==> src/rtl/alu_ops_pkg.sv <==
// Shared ALU SELECT codes, RV32 opcodes and the decoded payload
// carried from the issue stage toward execute.
package alu_ops_pkg;

    localparam logic [5:0] ALU_ADD  = 6'b000000;
    localparam logic [5:0] ALU_SLL  = 6'b000001;
    localparam logic [5:0] ALU_SLT  = 6'b000010;
    localparam logic [5:0] ALU_SLTU = 6'b000011;
    localparam logic [5:0] ALU_XOR  = 6'b000100;
    localparam logic [5:0] ALU_SRL  = 6'b000101;
    localparam logic [5:0] ALU_OR   = 6'b000110;
    localparam logic [5:0] ALU_AND  = 6'b000111;
    localparam logic [5:0] ALU_MUL  = 6'b001000;
    localparam logic [5:0] ALU_SUB  = 6'b010000;
    localparam logic [5:0] ALU_SRA  = 6'b010101;
    localparam logic [5:0] ALU_FWD  = 6'b011000;

    localparam logic [6:0] OPC_OP     = 7'b0110011;
    localparam logic [6:0] OPC_OP_IMM = 7'b0010011;
    localparam logic [6:0] OPC_LUI    = 7'b0110111;
    localparam logic [6:0] OPC_AUIPC  = 7'b0010111;
    localparam logic [6:0] OPC_JAL    = 7'b1101111;
    localparam logic [6:0] OPC_JALR   = 7'b1100111;
    localparam logic [6:0] OPC_BRANCH = 7'b1100011;
    localparam logic [6:0] OPC_LOAD   = 7'b0000011;
    localparam logic [6:0] OPC_STORE  = 7'b0100011;

    typedef struct packed {
        logic [5:0]  alu_select;
        logic        op1_sel;
        logic        op2_sel;
        logic [31:0] imm;
        logic [4:0]  rs1;
        logic [4:0]  rs2;
        logic [4:0]  rd;
        logic [2:0]  funct3;
        logic        reg_write;
        logic        mem_read;
        logic        mem_write;
        logic        branch;
        logic        jump;
        logic        illegal;
    } dec_payload_t;

endpackage

==> src/rtl/rv32im_alu_decoder.sv <==
// Combinational RV32IM decode of one instruction word into the ALU payload.
module rv32im_alu_decoder
    import alu_ops_pkg::*;
#(
    parameter bit ENABLE_M = 1'b1
) (
    input  logic [31:0]  inst,
    output dec_payload_t dec
);

    logic [6:0]  opcode;
    logic [2:0]  f3;
    logic [6:0]  f7;
    logic [31:0] imm_i, imm_s, imm_b, imm_u, imm_j, imm_sh;

    assign opcode = inst[6:0];
    assign f3     = inst[14:12];
    assign f7     = inst[31:25];
    assign imm_i  = {{20{inst[31]}}, inst[31:20]};
    assign imm_s  = {{20{inst[31]}}, inst[31:25], inst[11:7]};
    assign imm_b  = {{19{inst[31]}}, inst[31], inst[7], inst[30:25], inst[11:8], 1'b0};
    assign imm_u  = {inst[31:12], 12'b0};
    assign imm_j  = {{11{inst[31]}}, inst[31], inst[19:12], inst[20], inst[30:21], 1'b0};
    assign imm_sh = {27'b0, inst[24:20]};

    always_comb begin
        dec        = '0;
        dec.rs1    = inst[19:15];
        dec.rs2    = inst[24:20];
        dec.rd     = inst[11:7];
        dec.funct3 = f3;
        case (opcode)
            OPC_OP: begin
                dec.reg_write = 1'b1;
                case (f7)
                    7'b0000000: dec.alu_select = {3'b000, f3};
                    7'b0100000: begin
                        if (f3 == 3'b000 || f3 == 3'b101) dec.alu_select = {3'b010, f3};
                        else                               dec.illegal    = 1'b1;
                    end
                    7'b0000001: begin
                        if (ENABLE_M) dec.alu_select = {3'b001, f3};
                        else          dec.illegal    = 1'b1;
                    end
                    default: dec.illegal = 1'b1;
                endcase
            end
            OPC_OP_IMM: begin
                dec.reg_write = 1'b1;
                dec.op2_sel   = 1'b1;
                dec.imm       = imm_i;
                case (f3)
                    3'b001: begin
                        dec.imm = imm_sh;
                        if (f7 == 7'b0000000) dec.alu_select = ALU_SLL;
                        else                  dec.illegal    = 1'b1;
                    end
                    3'b101: begin
                        dec.imm = imm_sh;
                        if (f7 == 7'b0000000)      dec.alu_select = ALU_SRL;
                        else if (f7 == 7'b0100000) dec.alu_select = ALU_SRA;
                        else                       dec.illegal    = 1'b1;
                    end
                    default: dec.alu_select = {3'b000, f3};
                endcase
            end
            OPC_LUI: begin
                dec.alu_select = ALU_FWD;
                dec.op2_sel    = 1'b1;
                dec.imm        = imm_u;
                dec.reg_write  = 1'b1;
            end
            OPC_AUIPC: begin
                dec.alu_select = ALU_ADD;
                dec.op1_sel    = 1'b1;
                dec.op2_sel    = 1'b1;
                dec.imm        = imm_u;
                dec.reg_write  = 1'b1;
            end
            OPC_JAL: begin
                dec.alu_select = ALU_ADD;
                dec.op1_sel    = 1'b1;
                dec.op2_sel    = 1'b1;
                dec.imm        = imm_j;
                dec.reg_write  = 1'b1;
                dec.jump       = 1'b1;
            end
            OPC_JALR: begin
                dec.alu_select = ALU_ADD;
                dec.op2_sel    = 1'b1;
                dec.imm        = imm_i;
                dec.reg_write  = 1'b1;
                dec.jump       = 1'b1;
                dec.illegal    = (f3 != 3'b000);
            end
            OPC_BRANCH: begin
                dec.imm    = imm_b;
                dec.branch = 1'b1;
                case (f3)
                    3'b000, 3'b001: dec.alu_select = ALU_SUB;
                    3'b100, 3'b101: dec.alu_select = ALU_SLT;
                    3'b110, 3'b111: dec.alu_select = ALU_SLTU;
                    default:        dec.illegal    = 1'b1;
                endcase
            end
            OPC_LOAD: begin
                dec.alu_select = ALU_ADD;
                dec.op2_sel    = 1'b1;
                dec.imm        = imm_i;
                dec.reg_write  = 1'b1;
                dec.mem_read   = 1'b1;
            end
            OPC_STORE: begin
                dec.alu_select = ALU_ADD;
                dec.op2_sel    = 1'b1;
                dec.imm        = imm_s;
                dec.mem_write  = 1'b1;
            end
            default: dec.illegal = 1'b1;
        endcase
        // Illegal words still flow downstream, but must not cause side effects.
        if (dec.illegal) begin
            dec.alu_select = ALU_ADD;
            dec.reg_write  = 1'b0;
            dec.mem_read   = 1'b0;
            dec.mem_write  = 1'b0;
            dec.branch     = 1'b0;
            dec.jump       = 1'b0;
        end
        if (dec.rd == 5'd0) dec.reg_write = 1'b0;
    end

endmodule

==> src/rtl/alu_issue_stage.sv <==
// ID->EX issue stage: decodes the incoming word and hands it to execute
// through a 2-entry skid buffer (main entry drives outputs, skid absorbs one stall).
module alu_issue_stage
    import alu_ops_pkg::*;
#(
    parameter int DATA_WIDTH = 32,
    parameter bit ENABLE_M   = 1'b1
) (
    input  logic                  CLK,
    input  logic                  RESET,
    input  logic                  FLUSH,
    input  logic                  IN_VALID,
    output logic                  IN_READY,
    input  logic [DATA_WIDTH-1:0] INSTRUCTION,
    input  logic [DATA_WIDTH-1:0] PC_IN,
    output logic                  OUT_VALID,
    input  logic                  OUT_READY,
    output logic [5:0]            ALU_SELECT,
    output logic                  OP1_SEL,
    output logic                  OP2_SEL,
    output logic [DATA_WIDTH-1:0] IMMEDIATE,
    output logic [4:0]            RS1_ADDR,
    output logic [4:0]            RS2_ADDR,
    output logic [4:0]            RD_ADDR,
    output logic [2:0]            FUNCT3,
    output logic                  REG_WRITE,
    output logic                  MEM_READ,
    output logic                  MEM_WRITE,
    output logic                  BRANCH,
    output logic                  JUMP,
    output logic                  ILLEGAL,
    output logic [DATA_WIDTH-1:0] PC_OUT
);

    typedef struct packed {
        dec_payload_t          pl;
        logic [DATA_WIDTH-1:0] pc;
    } entry_t;

    dec_payload_t dec;
    entry_t       in_entry, main_q, skid_q;
    logic         main_vld, skid_vld;
    logic         accept, drain;

    rv32im_alu_decoder #(.ENABLE_M(ENABLE_M)) u_dec (
        .inst (INSTRUCTION),
        .dec  (dec)
    );

    assign in_entry = '{pl: dec, pc: PC_IN};
    assign IN_READY = !skid_vld;
    assign accept   = IN_VALID && IN_READY;
    assign drain    = main_vld && OUT_READY;

    always_ff @(posedge CLK) begin
        if (RESET) begin
            main_vld <= 1'b0;
            skid_vld <= 1'b0;
            main_q   <= '0;
            skid_q   <= '0;
        end else if (FLUSH) begin
            main_vld <= 1'b0;
            skid_vld <= 1'b0;
        end else if (!main_vld || drain) begin
            // Skid is only ever occupied behind a valid main, so it refills main first.
            if (skid_vld) begin
                main_q   <= skid_q;
                main_vld <= 1'b1;
                skid_vld <= 1'b0;
            end else begin
                main_vld <= accept;
                if (accept) main_q <= in_entry;
            end
        end else if (accept) begin
            skid_q   <= in_entry;
            skid_vld <= 1'b1;
        end
    end

    assign OUT_VALID  = main_vld;
    assign ALU_SELECT = main_q.pl.alu_select;
    assign OP1_SEL    = main_q.pl.op1_sel;
    assign OP2_SEL    = main_q.pl.op2_sel;
    assign IMMEDIATE  = main_q.pl.imm;
    assign RS1_ADDR   = main_q.pl.rs1;
    assign RS2_ADDR   = main_q.pl.rs2;
    assign RD_ADDR    = main_q.pl.rd;
    assign FUNCT3     = main_q.pl.funct3;
    assign REG_WRITE  = main_q.pl.reg_write;
    assign MEM_READ   = main_q.pl.mem_read;
    assign MEM_WRITE  = main_q.pl.mem_write;
    assign BRANCH     = main_q.pl.branch;
    assign JUMP       = main_q.pl.jump;
    assign ILLEGAL    = main_q.pl.illegal;
    assign PC_OUT     = main_q.pc;

endmodule

==> config.mk <==
export PLATFORM = sky130hd
export DESIGN_NAME = alu_issue_stage
export DESIGN_NICKNAME = d
export VERILOG_FILES = /design/src/rtl/alu_ops_pkg.sv /design/src/rtl/rv32im_alu_decoder.sv /design/src/rtl/alu_issue_stage.sv
export SDC_FILE = /design/constraint.sdc
export NUM_CORES = 1
export LEC_CHECK = 0
export BUFFER_PORTS_ARGS = -buffer_cell sky130_fd_sc_hd__buf_2
export CAP_MARGIN = 20
export CORE_MARGIN = 2
export CORE_UTILIZATION = 35
export CTS_BUF_LIST = sky130_fd_sc_hd__clkbuf_8
export CTS_CLUSTER_SIZE = 28
export DETAILED_ROUTE_END_ITERATION = 7
export SLEW_MARGIN = 20
export SYNTH_ARGS = -nofsm -noshare
export SYNTH_HDL_FRONTEND = slang
export SYNTH_HIERARCHICAL = 1
export SYNTH_SLANG_ARGS = --single-unit
==> constraint.sdc <==
create_clock -name CLK -period 1.6 [get_ports CLK]
set_input_delay 0.08 -clock CLK [delete_from_list [all_inputs] [get_ports CLK]]
set_output_delay 0.08 -clock CLK [all_outputs]
set_load 0.01 [all_outputs]
==> flow_summary.yaml <==
outcome:
  status: "finished, final reports clean"
setup_path:
  crit_family: "simple AND/OR/NAND/NOR gates"
  start_kind: "input pin"
  cp.required_ps: 1970
  critical_path_arrival_ps: 1920
  crit_chain: "dlygate4sd3_1 -> buf_2 -> or4_1 -> o21ai_1 -> a21oi_1 -> and3_1 -> mux2i_1 -> a211oi_1"
  cp-end-kind: "register"
  cp.buffers_inverters: 2
  max_stage_delay_ps: 530
  worst-path-max-fanout: 4
  worstSetupPathType: "input pin to register"
  slowest_stage: "dlygate4sd3_1"
logic_synthesis:
  synth_seq_area_share_pct: 39.0
  async_flop_share_pct: 0
  netlist_area_um2: 9970
  synth_nets: 1097
  syn_inst: 1028
  ys_ff_latch: 194
  ys_warn_count: 6
  synth.area.top_cells: "dfxtp_1 (39%), mux2i_1 (19%), nand2b_1 (12%)"
  netlist.area_leader.share_pct: 39.0
  yosysUniqueCellTypes: 59
  syn_avg_cell_area_um2: 9.70
  synth_area_leader_cell: "dfxtp_1"
  ys.flop_type: "dfxtp_1"
  synth_edf_count: 0
floorplan:
  core_um2: 27900
  start_util_pct: 35.7
  ioPinCount: 167
  die-area_um2: 29800
  chipHeight_um: 173
  rows: 61
  die_w_um: 173
power_and_ir_drop:
  power_frac_seq_pct: 51.2
  power.density_nw_per_um2: 792
  netSwitchingFraction_pct: 30.3
  power.switching_mw: 3.01
  p_comb_share_pct: 15.5
  ir_worst_vdd_mv: 0.400
  intPower_mw: 6.92
  clkPwrFrac_pct: 33.3
  p_leak_nw: 4.56
global_routing:
  grt.met3_usage_pct: 4.09
  use_met1_pct: 24.8
  grt_use_met2_pct: 30.2
  antenna_found_initial: 3
  grt_pass1_wl_mm: 44.6
  grt_remaining_overflow: 0
  busiest_layer: "met2"
  grt_pass1_vias: 8107
  grt_util_all_layers_pct: 18.5
  grt_max_degree: 52
timing:
  fmaxAchievable_mhz: 646
  skew_ps: 28.7
  finalHoldViolations: 0
  setup_violations: 0
  rsz0062_at_grt: "yes"
  slew_headroom_pct: 63.3
  tightest_slew_ps: 547
  fin_crit_sh_pct: 96.8
  period_minus_slack_ps: 1550
  fin_tns_setup_ps: 0
  slew_viol_final: 0
finish:
  drive_gt1_share_pct: 27.7
  fin_nets: 1303
  final_util_pct: 44.9
  fin_cells: 1627
  final_cell_mix: "nand2b_1 (197), dfxtp_1 (192), mux2i_1 (192)"
  area_growth_pct: 25.8
  mostFrequentLayoutCell: "nand2b_1"
route:
  routedWlPerCell_um: 17.3
  drt_wl_total_mm: 28.1
  remaining_drc_errors: 0
  ant_nets: 0
  drt-initial-drc-count: 482
  drt_first_pass_iters: 5
  vias_per_cell: 5.07
  vias: 8256
cts:
  cts_max_path_buffers: 2
  root_buffer: "clkbuf_8"
  cts_made_buffers: 17
  cts_tree: "built"
  post-cts-setup-buffers: 0
  htree_levels: 4
  clk_pin_slew_ps: 120
  clock-sinks: 194
  insertion_delay_ps: 480
placed_design:
  io_buffer_count: 166
  hpwl_mm: 19.3
  gp_congestion: 0.897
  dp_cells: 1543
flow_run:
  cap_viol_max_count: 0
worst_hold_path:
  hold_path_class: "input pin to register"
routing by layer:
metal | wire (um) | up-vias
li1 | - | 4058
met1 | 13500 | 3984
met2 | 12900 | 178
met3 | 1340 | 32
met4 | 420 | 4
met5 | 21 | -
worst register-to-register path, stage by stage, from the launching register on:
cell	delay, ps
dfxtp_2	380
nand2b_4	80
buf_12	180
nor4_1	250
dlygate4sd3_1	590
area by class of cell:
class / count / area (um^2)
clock inverters: 15 / 176
fillers: 2692 / 15400
inverters: 5 / 18.8
flip-flops and latches: 194 / 3890
diodes: 2 / 5.00
clock buffers: 17 / 234
multi-input cells: 710 / 5480
repair buffers: 306 / 2270
well taps: 378 / 473
power groups by stage:
| stage | combinational (mW) | sequential (mW) | clock, mW |
|---|---|---|---|
| after global routing | 1.66 | 5.11 | 3.62 |
| after global placement | 1.43 | 5.20 | 0 |
| after CTS | 1.54 | 5.09 | 3.43 |
| after floorplan | 0.786 | 5.27 | 0 |
| after detailed placement | 1.44 | 5.20 | 0 |
| final | 1.54 | 5.09 | 3.31 |
per-stage QoR:
step                total power, mW  hold WS, ps  setup slack [ps]  cell area (um^2)
global route                   10.4         42.8             -2.04             12500
floorplan                      6.05          158              -136              9980
finish                         9.94         44.2              50.9             12500
global placement               6.62          323              -366             11600
detailed placement             6.64          330              -399             11600
CTS                            10.1         15.4              21.1             12500
state kept, by name, indices dropped and copies added (netlist names), 3 cells and up:
register	flops
skid_q	96
IMMEDIATE	32
PC_OUT	32
ALU_SELECT	6
RD_ADDR	5
RS1_ADDR	5
RS2_ADDR	5
FUNCT3	3
synth_stat cells, types with 2 or more instances:
cell	count
nand2b_1	198
dfxtp_1	194
mux2i_1	192
a21oi_1	101
clkbuf_1	65
a211oi_1	57
a211oi_2	40
buf_4	23
buf_2	20
a21o_1	19
nor2_1	11
buf_6	10
nand2_1	8
nor2b_1	8
a22o_1	4
nor3_1	4
nor4_1	4
o21ai_0	4
a2111oi_0	3
a31oi_1	3
and3_1	3
inv_1	3
nand3_1	3
nand4_1	3
o21ai_1	3
o31ai_1	3
or4_1	3
a211o_1	2
a21oi_2	2
a32o_1	2
and2_1	2
inv_2	2
nand3b_1	2
nor3_2	2
final timing paths:
kind,start,end,slack (ps),cells after the start
worst max register to register,OUT_VALID,skid_vld,80,4
worst max-delay path,INSTRUCTION[10],REG_WRITE,50,8
worst min-delay path,RESET,IMMEDIATE[0],40,2
worst min register to register,skid_q[55],skid_q[55],480,2
kinds of logic (layout without fill, tap and decap cells):
kind of cell,Yosys count,count (layout),share of synthesized area [%]
AND/OR/NAND/NOR,259,259,16.1
AO/OA/AOI/OAI,257,257,19.0
flip-flops,194,194,39.0
multiplexers,192,192,19.3
buffers and inverters,124,343,6.54
other,1,3,0.0376
XOR/XNOR,1,1,0.0879
what timing repair did:
| item | 4_1_cts | 5_1_grt |
|---|---|---|
| hold endpoints to repair | 87 | 0 |
| resized for setup | 0 | 6 |
| hold buffers | 50 | 0 |
| setup endpoints to repair | 0 | 6 |
No activity file was read; power rests on OpenSTA's default activity.
